<file path="src/rtl/stack_pkg.sv">
`default_nettype none
// ============================================================================
// Module  : stack_pkg
// Purpose : Opcode, result-code and FSM state types shared by the stack block.
// Rev     : 1.0  initial release
// ============================================================================
package stack_pkg;

  typedef enum logic [2:0] {
    OP_NOP  = 3'd0,
    OP_PUSH = 3'd1,
    OP_POP  = 3'd2,
    OP_DUP  = 3'd3,
    OP_DROP = 3'd4,
    OP_SWAP = 3'd5,
    OP_PEEK = 3'd6,
    OP_ILL  = 3'd7
  } op_e;

  typedef enum logic [1:0] {
    ERR_OK    = 2'd0,
    ERR_UNDER = 2'd1,
    ERR_OVER  = 2'd2,
    ERR_ILL   = 2'd3
  } err_e;

  typedef enum logic [2:0] {
    S_IDLE = 3'd0,
    S_RD1  = 3'd1,
    S_RD2  = 3'd2,
    S_WAIT = 3'd3,
    S_WR1  = 3'd4,
    S_WR2  = 3'd5,
    S_RESP = 3'd6
  } state_e;

endpackage
`default_nettype wire

</file>
<file path="src/rtl/stack_ctrl.sv">
`default_nettype none
// ============================================================================
// Module  : stack_ctrl
// Purpose : Stack pointer owner and command sequencer for the LIFO datapath.
//           Define STACK_CTRL_ERRCNT_EN to build the saturating error counter.
// Rev     : 1.0  initial release
// ============================================================================
module stack_ctrl
  import stack_pkg::*;
#(
  parameter int WIDTH = 8,
  parameter int DEPTH = 4,
  parameter int PTR_W = $clog2(DEPTH + 1)
) (
  input  logic             clk,
  input  logic             rst,
  input  logic             cmd_valid,
  output logic             cmd_ready,
  input  logic [2:0]       cmd_op,
  input  logic [WIDTH-1:0] cmd_data,
  output logic             rsp_valid,
  output logic [WIDTH-1:0] rsp_data,
  output logic [1:0]       rsp_err,
  output logic             stk_push,
  output logic             stk_pop,
  output logic [PTR_W-1:0] stk_pointer,
  output logic [WIDTH-1:0] stk_data_in,
  input  logic [WIDTH-1:0] stk_data_out,
  output logic [PTR_W-1:0] count,
  output logic             full,
  output logic             empty,
  output logic [15:0]      err_cnt
);

  localparam logic [PTR_W-1:0] C_DEPTH = PTR_W'(DEPTH);
  localparam logic [PTR_W-1:0] C_ONE   = PTR_W'(1);
  localparam logic [PTR_W-1:0] C_TWO   = PTR_W'(2);

  state_e           r_state;
  op_e              r_op;
  logic [PTR_W-1:0] r_sp;
  logic [WIDTH-1:0] r_a;
  logic [WIDTH-1:0] r_b;
  op_e              w_op;
  err_e             w_err;

  assign w_op      = op_e'(cmd_op);
  assign cmd_ready = (r_state == S_IDLE);
  assign count     = r_sp;
  assign full      = (r_sp == C_DEPTH);
  assign empty     = (r_sp == '0);

  // Write data comes from the captured A/B registers, gated to zero when idle
  assign stk_data_in = !stk_push ? '0 : (r_state == S_WR2) ? r_b : r_a;

  always_comb begin
    w_err = ERR_OK;
    case (w_op)
      OP_PUSH:                   if (full) w_err = ERR_OVER;
      OP_DUP:                    if (full) w_err = ERR_OVER;
                                 else if (empty) w_err = ERR_UNDER;
      OP_POP, OP_PEEK, OP_DROP:  if (empty) w_err = ERR_UNDER;
      OP_SWAP:                   if (r_sp < C_TWO) w_err = ERR_UNDER;
      OP_ILL:                    w_err = ERR_ILL;
      default:                   w_err = ERR_OK;
    endcase
  end

  always_ff @(posedge clk or posedge rst) begin
    if (rst) begin
      r_state     <= S_IDLE;
      r_op        <= OP_NOP;
      r_sp        <= '0;
      r_a         <= '0;
      r_b         <= '0;
      rsp_valid   <= 1'b0;
      rsp_data    <= '0;
      rsp_err     <= ERR_OK;
      stk_push    <= 1'b0;
      stk_pop     <= 1'b0;
      stk_pointer <= '0;
    end else begin
      rsp_valid <= 1'b0;
      rsp_data  <= '0;
      rsp_err   <= ERR_OK;
      stk_push  <= 1'b0;
      stk_pop   <= 1'b0;
      case (r_state)
        S_IDLE: begin
          if (cmd_valid) begin
            r_op <= w_op;
            if (w_err != ERR_OK || w_op == OP_NOP || w_op == OP_DROP) begin
              r_state   <= S_RESP;
              rsp_valid <= 1'b1;
              rsp_err   <= w_err;
              if (w_err == ERR_OK && w_op == OP_DROP) r_sp <= r_sp - C_ONE;
            end else if (w_op == OP_PUSH) begin
              r_state     <= S_WR1;
              stk_push    <= 1'b1;
              stk_pointer <= r_sp;
              r_a         <= cmd_data;
            end else begin
              r_state     <= S_RD1;
              stk_pop     <= 1'b1;
              stk_pointer <= r_sp;
            end
          end
        end
        S_RD1: begin
          if (r_op == OP_SWAP) begin
            r_state     <= S_RD2;
            stk_pop     <= 1'b1;
            stk_pointer <= r_sp - C_ONE;
          end else begin
            r_state <= S_WAIT;
          end
        end
        S_RD2: begin
          // Old top arrives now; the second pop's data lands during WR1
          r_a         <= stk_data_out;
          r_state     <= S_WR1;
          stk_push    <= 1'b1;
          stk_pointer <= r_sp - C_TWO;
        end
        S_WAIT: begin
          r_a <= stk_data_out;
          if (r_op == OP_DUP) begin
            r_state     <= S_WR1;
            stk_push    <= 1'b1;
            stk_pointer <= r_sp;
          end else begin
            r_state   <= S_RESP;
            rsp_valid <= 1'b1;
            rsp_data  <= stk_data_out;
            if (r_op == OP_POP) r_sp <= r_sp - C_ONE;
          end
        end
        S_WR1: begin
          if (r_op == OP_SWAP) begin
            r_b         <= stk_data_out;
            r_state     <= S_WR2;
            stk_push    <= 1'b1;
            stk_pointer <= r_sp - C_ONE;
          end else begin
            r_state   <= S_RESP;
            rsp_valid <= 1'b1;
            r_sp      <= r_sp + C_ONE;
          end
        end
        S_WR2: begin
          r_state   <= S_RESP;
          rsp_valid <= 1'b1;
        end
        default: r_state <= S_IDLE;
      endcase
    end
  end

`ifdef STACK_CTRL_ERRCNT_EN
  logic [15:0] r_err_cnt;

  always_ff @(posedge clk or posedge rst) begin
    if (rst) begin
      r_err_cnt <= '0;
    end else if (rsp_valid && rsp_err != ERR_OK && r_err_cnt != 16'hFFFF) begin
      r_err_cnt <= r_err_cnt + 16'd1;
    end
  end

  assign err_cnt = r_err_cnt;
`else
  assign err_cnt = '0;
`endif

endmodule
`default_nettype wire

</file>
<file path="config.mk">
export PLATFORM = sky130hd
export DESIGN_NAME = stack_ctrl
export DESIGN_NICKNAME = d
export VERILOG_FILES = /design/src/rtl/stack_pkg.sv /design/src/rtl/stack_ctrl.sv
export SDC_FILE = /design/constraint.sdc
export NUM_CORES = 1
export LEC_CHECK = 0
export CAP_MARGIN = 20
export CORE_MARGIN = 2
export CORE_UTILIZATION = 48
export DETAILED_ROUTE_END_ITERATION = 8
export GPL_ROUTABILITY_DRIVEN = 1
export PLACE_DENSITY_LB_ADDON = 0.2
export SYNTH_ARGS = -nofsm -noshare
export SYNTH_HDL_FRONTEND = slang
export SYNTH_SLANG_ARGS = --single-unit
</file>
<file path="constraint.sdc">
create_clock -name clk -period 2.6 [get_ports clk]
set_input_delay 0.52 -clock clk [delete_from_list [all_inputs] [get_ports clk]]
set_output_delay 0.52 -clock clk [all_outputs]
set_load 0.005 [all_outputs]
</file>
==> results of run 1 <==
## power by group through the flow
stage | logic (uW) | clock network (uW) | registers (uW)
global route | 1930 | 536 | 1080
CTS | 1750 | 512 | 1050
global placement | 1710 | 0 | 1050
detailed placement | 1740 | 0 | 1060
floorplan | 1280 | 0 | 1020
finish | 1740 | 496 | 1040
## stage by stage
step	util	total power (uW)	worst slack (ns)	area (um^2)	hold WS [ns]
CTS	0.612	3310	0.0113	3060	0.513
global placement	0.591	2750	0.143	2960	0.489
finish	0.615	3280	0.189	3080	0.509
detailed placement	0.591	2800	0.102	2960	0.495
floorplan	-	2300	0.592	2510	0.480
global route	0.615	3540	0.0816	3080	0.527
## repair_timing
item,4_1_cts,5_1_grt
setup buffers,0,2
setup endpoints to repair,0,5
hold endpoints to repair,0,0
## registers in the layout (all words and copies together), names as in the netlist
name         count
stk_pointer      3
stk_push         1
r_a              8
r_state          3
rsp_valid        1
rsp_data         8
stk_pop          1
rsp_err          2
count            3
r_op             3
r_b              8
## cells in the final DEF (no fill, tap or decap), types with 2 or more instances in the layout
cell type / count
xnor2_1: 4
o32ai_1: 2
and2_1: 12
buf_4: 10
nand2_1: 11
a21oi_1: 10
conb_1: 16
nand2b_1: 4
a22oi_1: 2
mux2i_1: 10
a31oi_1: 2
clkdlybuf4s50_1: 51
clkbuf_8: 5
nand3_1: 4
nor2b_1: 11
ha_1: 4
o21ai_0: 6
nor3_1: 2
inv_1: 7
mux2_2: 30
dfrtp_1: 41
nand3b_1: 3
nor2_1: 8
## layout make-up
cell class,instances,area (um^2),share of cell area
sequential,41,1030,0.333
tap,70,87.6,0.0284
clock buffer,5,68.8,0.0223
timing repair buffer,61,586,0.190
inverter,7,26.3,0.00853
clock inverter,2,35.0,0.0114
multi-input combinational,164,1250,0.406
## worst paths after layout
path	start	to	cells past startpoint
worst max-delay path	r_state[1]	stk_data_in[3]	5
worst min-delay path	r_b[1]	r_b[1]	1
worst max register to register	count[1]	stk_pointer[2]	7
worst min register to register	r_b[1]	r_b[1]	1
max in group asynchronous	rst	count[2]	3
min in group asynchronous	rst	r_b[6]	3
## cells by family (layout without fill, tap and decap cells)
| logic type | after synthesis | count (layout) | synth area share |
|---|---|---|---|
| adders and majority gates | 4 | 4 | 0.0204 |
| other | 1 | 16 | 0.00153 |
| xor gates and xnor gates | 4 | 4 | 0.0143 |
| AOI/OAI and AO/OA | 34 | 34 | 0.108 |
| buffers and inverters | 34 | 75 | 0.0967 |
| and+or+nand+nor | 65 | 65 | 0.157 |
| DFF | 41 | 41 | 0.418 |
| muxes | 41 | 41 | 0.184 |
## worst max-delay path: stages (launching register included)
cell,delay (ns)
dfrtp_1,0.38
nand3b_1,0.24
buf_4,0.22
mux2i_1,0.12
nor2b_1,0.12
clkdlybuf4s50_1,0.52
## per-layer routing
metal	part of all wire	vias up	GRT usage
li1	-	851	-
met1	0.45	838	0.260
met2	0.49	46	0.292
met3	0.047	7	0.0410
met4	0.014	0	0.0526
met5	0	-	0
==> results.md, run 1 <==
- Fill count: around 450
- Diode count: 0
- NetSw: 1180 uW
- FMAX: 415 MHz
- Final WL: 4940 um
- CTS Sinks: 41
- Crit start category: flip-flop
- Synth warnings: 0
- Port buffer count: 51
- Number of synthesized flops with an enable pin: 0
- Leak: roughly 0.0014 uW
- CTS tree: done
- Post-Syn Area: 2460 um^2
- Cell type with the largest total area after synthesis: dfrtp_1
- Worst setup EP type: output port
- Min-delay worst type: flip-flop to flip-flop
- Initial Utilization: 0.491
- Share of layout cells above drive strength 1: 0.207
- Clk buf depth: 2
- Placer's final routability congestion estimate: 0.841
- Cell variety after synth: 49
- Cell total after placement: 341
- Status: complete, no violations
- Top FF cell, synth: dfrtp_1
- Post_cts resized: 0
- Post-DP HPWL: about 3600 um
- Top post-synthesis cells by area: dfrtp_1 42%, mux2_2 14%, buf_4 5.2%, mux2i_1 4.1%, and2_1 3.1%
- Layout Skew: about 0.010 ns
- Switching share of power: 0.359
- Max-slew violations: 0
- Mapped Avg Cell Area: 11.0 um^2
- Data required, critical path: 2.08 ns
- Initial antenna violation count: 0
- Max-capacitance violation count: 0
- Sequential fraction of design power: 0.318
- Cts bufs inserted: 5
- First-pass GRT wire length: 7980 um
- R2r setup slk: 0.43 ns
- Final nets: 306
- DR iter-0 viols: 120
- Skew-Pair Late Insertion Delay: roughly 0.29 ns
- Register area share after synthesis: 0.418
- Crit path time final: 2.41 ns
- Die width: 75.6 um
- Setup TNS: 0 ns
- Non-Filler Instances: 350
- Post-synth top area share: 0.418
- Cell-internal power: 2100 uW
- Post-route ant nets: 0
- Crit Path Class: flip-flop to output port
- Final Cycle Share: 0.927
- Number of global-route vias before repair: 1,659
- Synth top cells by count: 41 x dfrtp_1, 30 x mux2_2, 17 x buf_4
- Core area: 5010 um^2
- Crit path max fanout: 5
- Least-Margin Pin Slew: 0.602 ns
- Max_slew headroom: 0.599
- Row cnt: 26
- Power share of the combinational group: 0.531
- Clock-pin slew on the worst setup and hold paths: 0.08 ns
- Synth Instances: between 200 and 250
- Worst IR Drop VDD: 0.607 mV
- FF+latch count, synth: 41
- Total die area: 5710 um^2
- Hold-fix buffers at CTS: 0
- Unrepaired setup endpoints after global routing: false
- Final hold viol count: 0
- Clk root buf: clkbuf_8
- Setup violations, final: 0
- Drt via density: between 4 and 5
- Boundary pin count: 68
- P per Cell Area: between 1000 and 1500 nW/um^2
- Ys async rst share: 1.00
- Residual DRC count: 0
- Largest net degree at the start of global routing: between 40 and 50
- Clock Power Share: 0.151
- Die height: between 70 and 80 um
- Synth-to-Final Area Change: 25.3%
- H-tree Lvls: 2
- Via count: between 1.5k and 2k
- First-pass iteration count of the detailed router: 4
- Crit path arrival time: 1.89 ns
- Gr ovfl total: 0
- GR Util All Layers: 0.186
- Top-count cell post-synth: dfrtp_1
- Routed len/inst: 14.1 um
Power figures use the tool's default switching activity.
==> inputs of run 2 (changes only) <==
--- a/config.mk
+++ b/config.mk
@@ -6,7 +6,6 @@
 export NUM_CORES = 1
 export LEC_CHECK = 0
 export CAP_MARGIN = 20
-export CORE_MARGIN = 2
 export CORE_UTILIZATION = 48
 export DETAILED_ROUTE_END_ITERATION = 8
 export GPL_ROUTABILITY_DRIVEN = 1
==> run 2 against run 1 <==
Total power shrank 1.9%. First-iteration DRC count fell by 37%. Via count grew 1.7%. Largest cell class unchanged. Worst setup slack got worse by 0.046 ns. Critical path type unchanged. Routed wire length decreased by 1.4%.
==> results.md, run 2 (synthesis results as in run 1) <==
- Initial Utilization: 0.510
- Post-route ant nets: 0
- Place WS: between 0.1 and 0.15 ns
- Max-slew violations: 0
- Post-DP HPWL: 3640 um
- Clk root buf: clkbuf_8
- Clock Power Share: 0.129
- Max_slew headroom: 0.497
- Total die area: 5410 um^2
- Global Route met2 Usage: 0.307
- Fill count: about 420
- Switching share of power: 0.366
- CTS Sinks: 41
- Worst setup EP type: output port
- Status: complete, no violations
- Crit path arrival time: just under 2 ns
- Slowest-stage cell, CP: clkdlybuf4s50_1
- H-tree Lvls: 2
- Final Cell Area: 3070 um^2
- Min-delay worst type: flip-flop to flip-flop
- Die width: 73.6 um
- Leak: 0.00137 uW
- Clk buf depth: 2
- Cts bufs inserted: 5
- Fin util: 0.637
- Layout Skew: approximately 0.005 ns
- CTS tree: done
- Data required, critical path: 2.08 ns
- Most frequent cells in the layout: 51 x clkdlybuf4s50_1, 41 x dfrtp_1, 30 x mux2_2, 16 x conb_1, 12 x and2_1
- Crit start category: flip-flop
- Crit path max fanout: 5
- Core area: about 4800 um^2
- Largest net degree at the start of global routing: 42
- Final WL: 4870 um
- GRT met3 Usage: 0.0288
- CP delay by family, top: buffers and inverters
- Synth-to-Final Area Change: 24.9%
- Initial antenna violation count: 0
- Diode count: 0
- Most common cell after layout, fill and taps aside: clkdlybuf4s50_1
- Least-Margin Pin Slew: 0.755 ns
- Skew-Pair Late Insertion Delay: approximately 0.28 ns
- Cell-internal power: roughly 2000 uW
- Setup Buffers After CTS: 0
- Grt met1 use: 0.270
- Unrepaired setup endpoints after global routing: false
- CP Cell Sequence: nand3b_1 > buf_4 > mux2i_1 > nor2b_1 > clkdlybuf4s50_1
- Gr ovfl total: 0
- Final Cycle Share: 0.945
- Setup violations, final: 0
- Regs by FF count: r_a (8), r_b (8), rsp_data (8)
- DR iter-0 viols: between 70 and 80
- Slowest stage delay, CP: 0.51 ns
- Residual DRC count: 0
- Final hold viol count: 0
- Setup ws final: 0.143 ns
- GR Util All Layers: 0.191
- First-pass iteration count of the detailed router: 4
- Hold-fix buffers at CTS: 0
- Clock-pin slew on the worst setup and hold paths: 0.08 ns
- FMAX: 407 MHz
- Number of global-route vias before repair: 1,686
- Share of layout cells above drive strength 1: 0.210
- Routed len/inst: 14.0 um
- Boundary pin count: 68
- WP buf/inv: 2
- Placer's final routability congestion estimate: 0.858
- Setup TNS: 0 ns
- Post_cts resized: 0
- First-pass GRT wire length: around 7900 um
- NetSw: 1180 uW
- Drt via density: 5.09
- Crit Path Class: flip-flop to output port
- Via count: 1,772
- Busiest grt layer: met2
- Row cnt: 25
- Port buffer count: 51
- Sequential fraction of design power: 0.323
- Max-capacitance violation count: 0
- Tot Pwr: 3220 uW
- Die height: about 74 um
- P per Cell Area: around 1000 nW/um^2
- Worst IR Drop VDD: a little over 0.5 mV
- Final nets: 307
- DP Area: about 3000 um^2
- Crit path time final: 2.46 ns
- Power share of the combinational group: 0.548
run 2: cell type report:
type / count / area [um^2] / share of cell area
clock buffer: 6 / 82.6 / 0.0269
tap: 67 / 83.8 / 0.0273
clock inverter: 1 / 7.51 / 0.00245
multi-input combinational: 164 / 1250 / 0.407
sequential: 41 / 1030 / 0.334
inverter: 7 / 26.3 / 0.00856
timing repair buffer: 62 / 593 / 0.193
run 2: worst paths after layout:
path / from / to / slack [ns] / depth (start not counted)
hold reg to reg: r_b[2] / r_b[2] / 0.51 / 1
min in group asynchronous: rst / rsp_data[4] / 0.65 / 3
setup / recovery: r_state[1] / stk_data_in[2] / 0.14 / 5
setup reg to reg: count[1] / stk_pointer[2] / 0.43 / 7
max in group asynchronous: rst / r_b[1] / 1.60 / 3
hold / removal: r_b[2] / r_b[2] / 0.51 / 1
run 2: power by group through the flow:
stage	logic [uW]	registers (uW)	clock network (uW)
after floorplan	1280	1020	0
after global routing	1930	1080	456
after detailed placement	1740	1050	0
final	1760	1040	416
after global placement	1710	1050	0
after CTS	1750	1040	429
run 2: metrics by stage:
step                hold slack, ns  std cells
global placement             0.489        338
CTS                          0.513        345
finish                       0.507        348
global route                 0.532        348
detailed placement           0.495        338
floorplan                    0.480        239
run 2: worst reg2reg max path, delay by kind of cell (launching register included):
family | cells | cell delay, ns
compound gates | 2 | 0.51
buf+inv | 1 | 0.12
simple gates | 1 | 0.14
flops | 1 | 0.43
mux | 2 | 0.63
fa+ha+maj | 1 | 0.22
run 2: routing by layer:
layer,vias up,share of wire
met2,53,0.49
met1,850,0.46
li1,864,-
met5,-,0
met4,0,0.0094
met3,5,0.045
